## src/rtl/flow_stream_packer.sv

```systemverilog
// flow_stream_packer: drops flow-core warm-up samples, tags SOF/EOL by pixel position, packs vx/vy into a FWFT FIFO on a valid/ready stream (ports: clk, rst_n, en, vx_in, vy_in, m_tdata/m_tvalid/m_tready/m_tuser/m_tlast, stall_req, overflow)
module flow_stream_packer #(
  parameter int FRAME_WIDTH = 1280,
  parameter int FRAME_HEIGHT = 720,
  parameter int RE_OF_OUT_WIDTH = 12,
  parameter int PIPE_LATENCY = 7700,
  parameter int FIFO_DEPTH = 16
) (
  input  logic                       clk,
  input  logic                       rst_n,
  input  logic                       en,
  input  logic [RE_OF_OUT_WIDTH-1:0] vx_in,
  input  logic [RE_OF_OUT_WIDTH-1:0] vy_in,
  output logic [31:0]                m_tdata,
  output logic                       m_tvalid,
  input  logic                       m_tready,
  output logic                       m_tuser,
  output logic                       m_tlast,
  output logic                       stall_req,
  output logic                       overflow
);
  localparam int W = RE_OF_OUT_WIDTH;
  localparam int AW = $clog2(FIFO_DEPTH);
  localparam int CW = AW + 1;
  localparam int WCW = $clog2(PIPE_LATENCY + 1);
  localparam int XW = $clog2(FRAME_WIDTH + 1);
  localparam int YW = $clog2(FRAME_HEIGHT + 1);
  typedef enum logic {WARMUP, STREAM} state_t;
  state_t state, state_nx;
  logic [WCW-1:0] warm_cnt;
  logic [XW-1:0] col;
  logic [YW-1:0] row;
  logic [33:0] mem [FIFO_DEPTH];
  logic [33:0] word, head;
  logic [AW-1:0] wr_ptr, rd_ptr;
  logic [CW-1:0] count, count_nx;
  logic capture, pop, push, eol, eof;
  always_ff @(posedge clk)
    state <= !rst_n ? WARMUP : state_nx;
  always_comb
    state_nx = (state == WARMUP && en && warm_cnt == WCW'(PIPE_LATENCY - 1)) ? STREAM : state;
  always_comb
    capture = state == STREAM && en;
  always_comb begin
    eol = col == XW'(FRAME_WIDTH - 1);
    eof = row == YW'(FRAME_HEIGHT - 1);
    word = {col == '0 && row == '0, eol, {{(16 - W){vy_in[W-1]}}, vy_in}, {{(16 - W){vx_in[W-1]}}, vx_in}};
    pop = count != '0 && m_tready;
    push = capture && (count != CW'(FIFO_DEPTH) || pop);
    count_nx = count + CW'(push) - CW'(pop);
    head = mem[rd_ptr];
    m_tvalid = count != '0;
    m_tdata = m_tvalid ? head[31:0] : '0;
    m_tlast = m_tvalid ? head[32] : 1'b0;
    m_tuser = m_tvalid ? head[33] : 1'b0;
  end
  always_ff @(posedge clk)
    if (push) mem[wr_ptr] <= word;
  always_ff @(posedge clk) begin
    if (!rst_n) begin
      warm_cnt <= '0;
      col <= '0;
      row <= '0;
      wr_ptr <= '0;
      rd_ptr <= '0;
      count <= '0;
      stall_req <= 1'b0;
      overflow <= 1'b0;
    end else begin
      if (state == WARMUP && en) warm_cnt <= warm_cnt + 1'b1;
      if (capture) col <= eol ? '0 : col + 1'b1;
      if (capture && eol) row <= eof ? '0 : row + 1'b1;
      if (push) wr_ptr <= wr_ptr + 1'b1;
      if (pop) rd_ptr <= rd_ptr + 1'b1;
      count <= count_nx;
      stall_req <= count_nx >= CW'(FIFO_DEPTH - 2);
      if (capture && !push) overflow <= 1'b1;
    end
  end
endmodule

```

## config.mk

```make
export PLATFORM = sky130hd
export DESIGN_NAME = flow_stream_packer
export DESIGN_NICKNAME = d
export VERILOG_FILES = /design/src/rtl/flow_stream_packer.sv
export SDC_FILE = /design/constraint.sdc
export NUM_CORES = 1
export LEC_CHECK = 0
export CORE_MARGIN = 3
export CORE_UTILIZATION = 35
export CTS_BUF_LIST = sky130_fd_sc_hd__clkbuf_4 sky130_fd_sc_hd__clkbuf_8
export DETAILED_ROUTE_END_ITERATION = 10
export HOLD_SLACK_MARGIN = 0.06
export MAX_ROUTING_LAYER = met4
export SLEW_MARGIN = 20
export SYNTH_ARGS = -nofsm -noshare
export SYNTH_HDL_FRONTEND = slang
export SYNTH_SLANG_ARGS = --single-unit
export TNS_END_PERCENT = 20
```

## constraint.sdc

```tcl
create_clock -name clk -period 5.3 [get_ports clk]
set_clock_uncertainty 0.1 [all_clocks]
set_input_delay 0.53 -clock clk [delete_from_list [all_inputs] [get_ports clk]]
set_output_delay 0.53 -clock clk [all_outputs]
set_load 0.02 [all_outputs]
```

---- Yosys cells after proc, flatten, opt, wreduce, memory -nomap -nowiden ----
Memories as Yosys holds them, arrays and structs flattened. A register that Yosys moved wholly into a read port is not among the register bits.
Cells that the tools add are included.
storage, ports and cells
  bits in read-only memories .............. 0
  logic and storage cells ................. 45
  input port bits ......................... 28
  output and inout bits ................... 37
  RAM bits ................................ 544
  memories ................................ 1
  register bits after elaboration ......... 50
  latch bits .............................. 0
memory list
  name  words  bits a word  rd ports  clocked after Yosys merged registers in  write ports  line  text
  mem   16     34           1         1                                        1            33    logic [33:0] mem [FIFO_DEPTH];
cells by class
  reductions and logical operators ........ 13
  div/mod/pow operators ................... 0
  equality and inequality tests ........... 4
  shift-type cells ........................ 0
  magnitude comparators ................... 1
  multiply operators ...................... 0
  multiplexer cells ....................... 9
  add/subtract/negate cells ............... 7
  bitwise gates (word level) .............. 1
operators by type and width
  operator                 number
  $mux W32                 1
  $add A13 B1 Y13 const B  1
  $eq A13 B13 Y1 const B   1
  $add A11 B1 Y11 const B  1
  $eq A11 B11 Y1 const B   1
  $logic_not A11 Y1        1
  $mux W11                 1
  $add A10 B1 Y10 const B  1
  $eq A10 B10 Y1 const B   1
  $logic_not A10 Y1        1
  $mux W10                 1
  $add A4 B1 Y4 const B    2
  $logic_and A1 B1 Y1      8
  $mux W4                  2
  $add A5 B1 Y5            1
  $ge A5 B4 Y1 const B     1
  $ne A5 B5 Y1 const B     1
  $reduce_bool A5 Y1       1
  $sub A5 B1 Y5            1
  $mux W1                  4
  $logic_not A1 Y1         1
  $logic_or A1 B1 Y1       1
  $not A1 Y1               1

---- Logic depth before layout (Yosys ltp) ----
  word-level depth ........................ 7
  gate-level depth with buffers ........... 14
  depth with buffers taken out ............ 13

---- Least setup slack after synthesis ----
Ideal clock, no wire load.
  path type ............................... register to register
  start point ............................. reg count[2]
  end point ............................... mem mem[3][0] (enable)
  period minus slack after synthesis ...... 4.312 ns
  path slack .............................. 0.988 ns
  required time ........................... 4.725 ns
  data arrival time ....................... 3.737 ns
  path buffers ............................ 0
  library setup time ...................... 0.475 ns
  cell stages (with the launch flop) ...... 7
  cell sequence ........................... dfxtp_1 > inv_1 > ha_1 > nor3b_1 > a31oi_2 > inv_1 > nor4_1
between the ends
  cells in the longest elaborated chain, start to end .. 6
  elaborated cells between the ends (all ways) .. 7
  classes of those cells .................. eq/ne (1); mux (2); reduce/logical (4)
RTL lines
  element                            line  text
  start, declared                    36    logic [CW-1:0] count, count_nx;
  start signal, assigned             75    count <= count_nx;
  $reduce_bool A5 Y1                 48    pop = count != '0 && m_tready;
  $logic_and A1 B1 Y1                48
  $logic_or A1 B1 Y1 (*)             49    push = capture && (count != CW'(FIFO_DEPTH) || pop);
  $logic_and A1 B1 Y1 (*)            49
  $mux W1 (*)                        58    if (push) mem[wr_ptr] <= word;
  $mux W1 (implied by the code) (*)  58
  end, declared                      33
Every way passes the cells marked *; elsewhere a longest branch is shown, timed or not.

==> run_results.csv <==
group,metric,value,unit
clocking,cts_tree,"yes",
worst_setup_path,cp-start-kind,"flop",
timing,drv_slew,0,
logic_synthesis,synth_top_area_frac,0.681,
worst_setup_path,crit_path_max_incr_delay,720,ps
drt,wl,38200,µm
logic_synthesis,synth_warnings,0,
placed_design,placed_cells,1639,
logic_synthesis,syn-num-nets,975,
grt,grt_overflow,0,
clocking,cts_buffers,75,
clocking,postCtsHoldBufs,0,
worst_setup_path,endpoint_kind,"output port",
floorplan,io_pins,65,
layout,final_layout_size_suffix_gt1_frac,0.238,
drt,wl_per_cell,21.5,µm
drt,ant_nets,0,
drt,dr.pass1.iters,4,
timing,post-route-min-period,4090,ps
clocking,cts_resized,0,
clocking,clockRootBuffer,"clkbuf_8",
timing,finalHoldViolCount,0,
logic_synthesis,avgSynthCellArea,19.7,µm²
floorplan,die_area,55200,µm²
power,vdd_ir_drop_max,0.225,mV
timing,rsz0062_at_grt,"false",
flow_run,cap_violations,0,
logic_synthesis,yosysUniqueCellTypes,55,
clocking,clockBufferDepth,3,
grt,grt_max_degree,63,
grt,antenna_found_initial,0,
layout,multiInputGateArea,4460,µm²
timing,setup_viol,0,
layout,finalNetCount,1081,
floorplan,start_util,0.355,
clocking,cts_setup_buffers,0,
logic_synthesis,synth-edff-count,416,
timing,worst_pin_slew,1030,ps
grt,grt_pass1_wl,59000,µm
placed_design,port_buffers,64,
timing,layout_setup_ws,1210,ps
clocking,cts_sinks,470,
worst_setup_path,critPathSlowestCell,"dfxtp_4",
layout,fillers,4546,
logic_synthesis,synthArstFlopShare,0,
logic_synthesis,yosysTopAreaCell,"edfxtp_1",
floorplan,die_w,235,µm
worst_setup_path,cp_cell_sequence,"buf_4 > mux4_2 > a22o_1 > a221o_1 > clkdlybuf4s50_1",
drt,drc,0,
power,p_leak,6.76,nW
run_status,status,"completed",
power,p_total,9.21,mW
min_path,hold_class,"reg -> reg",
layout,diodes,0,
worst_setup_path,critical_path_class,"reg -> out",
grt,grt.total_usage,0.144,
clocking,clk_latency,630,ps
placed_design,place_hpwl,20500,µm
floorplan,row_count,83,
placed_design,routabilityCongestion,0.723,
clocking,htree_levels,3,
placed_design,pre_cts_ws,1450,ps
grt,grt_pass1_vias,9787,
floorplan,coreArea,51600,µm²
logic_synthesis,synth_ff_type,"edfxtp_1",
layout,seq_area,13600,µm²
drt,vias_per_cell,5.07,
worst_setup_path,worstPathRequired,4670,ps
worst_setup_path,worst_ep_arrival_time,3460,ps
power,power.density,433,nW/µm²
floorplan,chipHeight,235,µm
worst_setup_path,cpLargestDelayFamily,"buffers and inverters",
drt,drtIter0Drc,700,
drt,via_count,8987,
logic_synthesis,synthCells,930,
worst_setup_path,r2r_slack,2010,ps
layout,fin_cells,1774,
logic_synthesis,ys_seq_area_frac,0.740,
worst_setup_path,cp_max_fo,28,
worst_setup_path,crit_buf_inv,2,
layout,syn_to_final_growth,15.9,%
timing,fin_crit_sh,0.771,
logic_synthesis,synthesis.area,18300,µm²
logic_synthesis,ys_top_cells_by_area,"edfxtp_1 68%, mux4_2 13%, dfxtp_1 5.9%",
clocking,clkTransAtPathRegs,60,ps
timing,fmax,245,MHz
timing,slew_headroom,0.314,
logic_synthesis,ys_ff_latch,470,
timing,final.setup.tns,0,ps
through the flow:
step | area, µm² | utilization | hold slack, ps
finish | 21200 | 0.412 | 387
global route | 21200 | 0.412 | 422
CTS | 21200 | 0.412 | 394
detailed placement | 19800 | 0.383 | 367
global placement | 19800 | 0.383 | 362
floorplan | 18300 | - | 350
worst paths after layout:
| check | depth (start not counted) | from | endpoint |
|---|---|---|---|
| worst max-delay path | 5 | flop | m_tdata[0] |
| worst max register to register | 13 | count[3]$_SDFF_PN0_ | stall_req$_SDFF_PN0_ |
| worst min-delay path | 2 | overflow$_SDFFE_PN0P_ | overflow$_SDFFE_PN0P_ |
| worst min register to register | 2 | overflow$_SDFFE_PN0P_ | overflow$_SDFFE_PN0P_ |
per-layer routing:
metal | vias to the layer above | wire length (µm) | GRT usage
li1 | 4051 | - | -
met1 | 4684 | 16800 | 0.186
met2 | 198 | 19100 | 0.231
met3 | 54 | 1750 | 0.0305
met4 | 0 | 578 | 0.0384
met5 | - | 0 | -
cell type report:
| type | instances | share of cell area |
|---|---|---|
| sequential | 470 | 0.639 |
| clock buffer | 99 | 0.0582 |
| timing repair buffer | 82 | 0.0386 |
| clock inverter | 36 | 0.0105 |
| multi-input combinational | 389 | 0.210 |
| inverter | 18 | 0.00318 |
| tap | 680 | 0.0400 |
tightest hold or removal path, cell delays in order, from the launching register on:
cell	delay [ps]
dfxtp_1	330
nor2_1	50
nor2_1	80
Yosys cell counts (all sizes together) (2+ instances only):
cell type  count
a22o          26
a31o           2
a21oi          7
nor4           7
nor2b          2
o41ai          2
a21o           4
mux4         104
dfxtp         54
clkbuf        29
o21bai         2
nand2b         2
nor2          39
edfxtp       416
and3          10
nand3         17
xor2          21
buf           24
xnor2          6
nand2         19
o21ai          8
nand3b         2
nor4b          3
a31oi          2
or4            2
and2          14
a221o         26
nand4          9
nor3b          3
or3            5
ha            16
inv           17
mux2i          4
and4          11
flip-flops by register name, indices dropped and copies added, names as in the netlist, named ones only:
signal / cells
state: 1
mem: 416
overflow: 1
row: 10
wr_ptr: 4
col: 11
rd_ptr: 4
warm_cnt: 13
count: 5
stall_req: 1
cells in the final DEF (no fill, tap or decap), types with 3 or more instances in the layout:
master           instances
mux4_2                 104
clkinv_1                23
nand2_1                 19
ha_1                    16
buf_4                   15
a21oi_1                  7
xor2_1                  21
a22o_1                  26
inv_1                   17
nor4_1                   5
a21o_1                   4
edfxtp_1               416
and4_1                   8
clkbuf_4                20
and2_2                   4
nor4b_1                  3
a221o_1                 26
nand4_1                  9
xnor2_1                  6
nor2_1                  37
nand3_1                 17
clkbuf_8                79
dfxtp_1                 52
and3_2                   4
o21ai_0                  8
or3_1                    5
clkinv_2                 7
and2_1                  10
clkdlybuf4s50_1         64
and3_1                   6
and4_2                   3
mux2i_1                  4
where the power goes:
group          total (mW)  leakage [nW]  internal [mW]  switching, mW
clock                3.01         0.770           1.63           1.38
sequential           4.18          4.22           4.07          0.108
combinational        2.02          1.77           1.07          0.953
total                9.21          6.76           6.76           2.44
cell families after synthesis:
group,synth area share
flip-flops,0.740
multiplexers,0.131
buffers and inverters,0.0187
AO/OA/AOI/OAI,0.0391
XOR/XNOR,0.0129
adder cells (fa/ha/maj),0.0120
AND/OR/NAND/NOR,0.0463
Note: power is estimated with default switching activity, not from simulation.
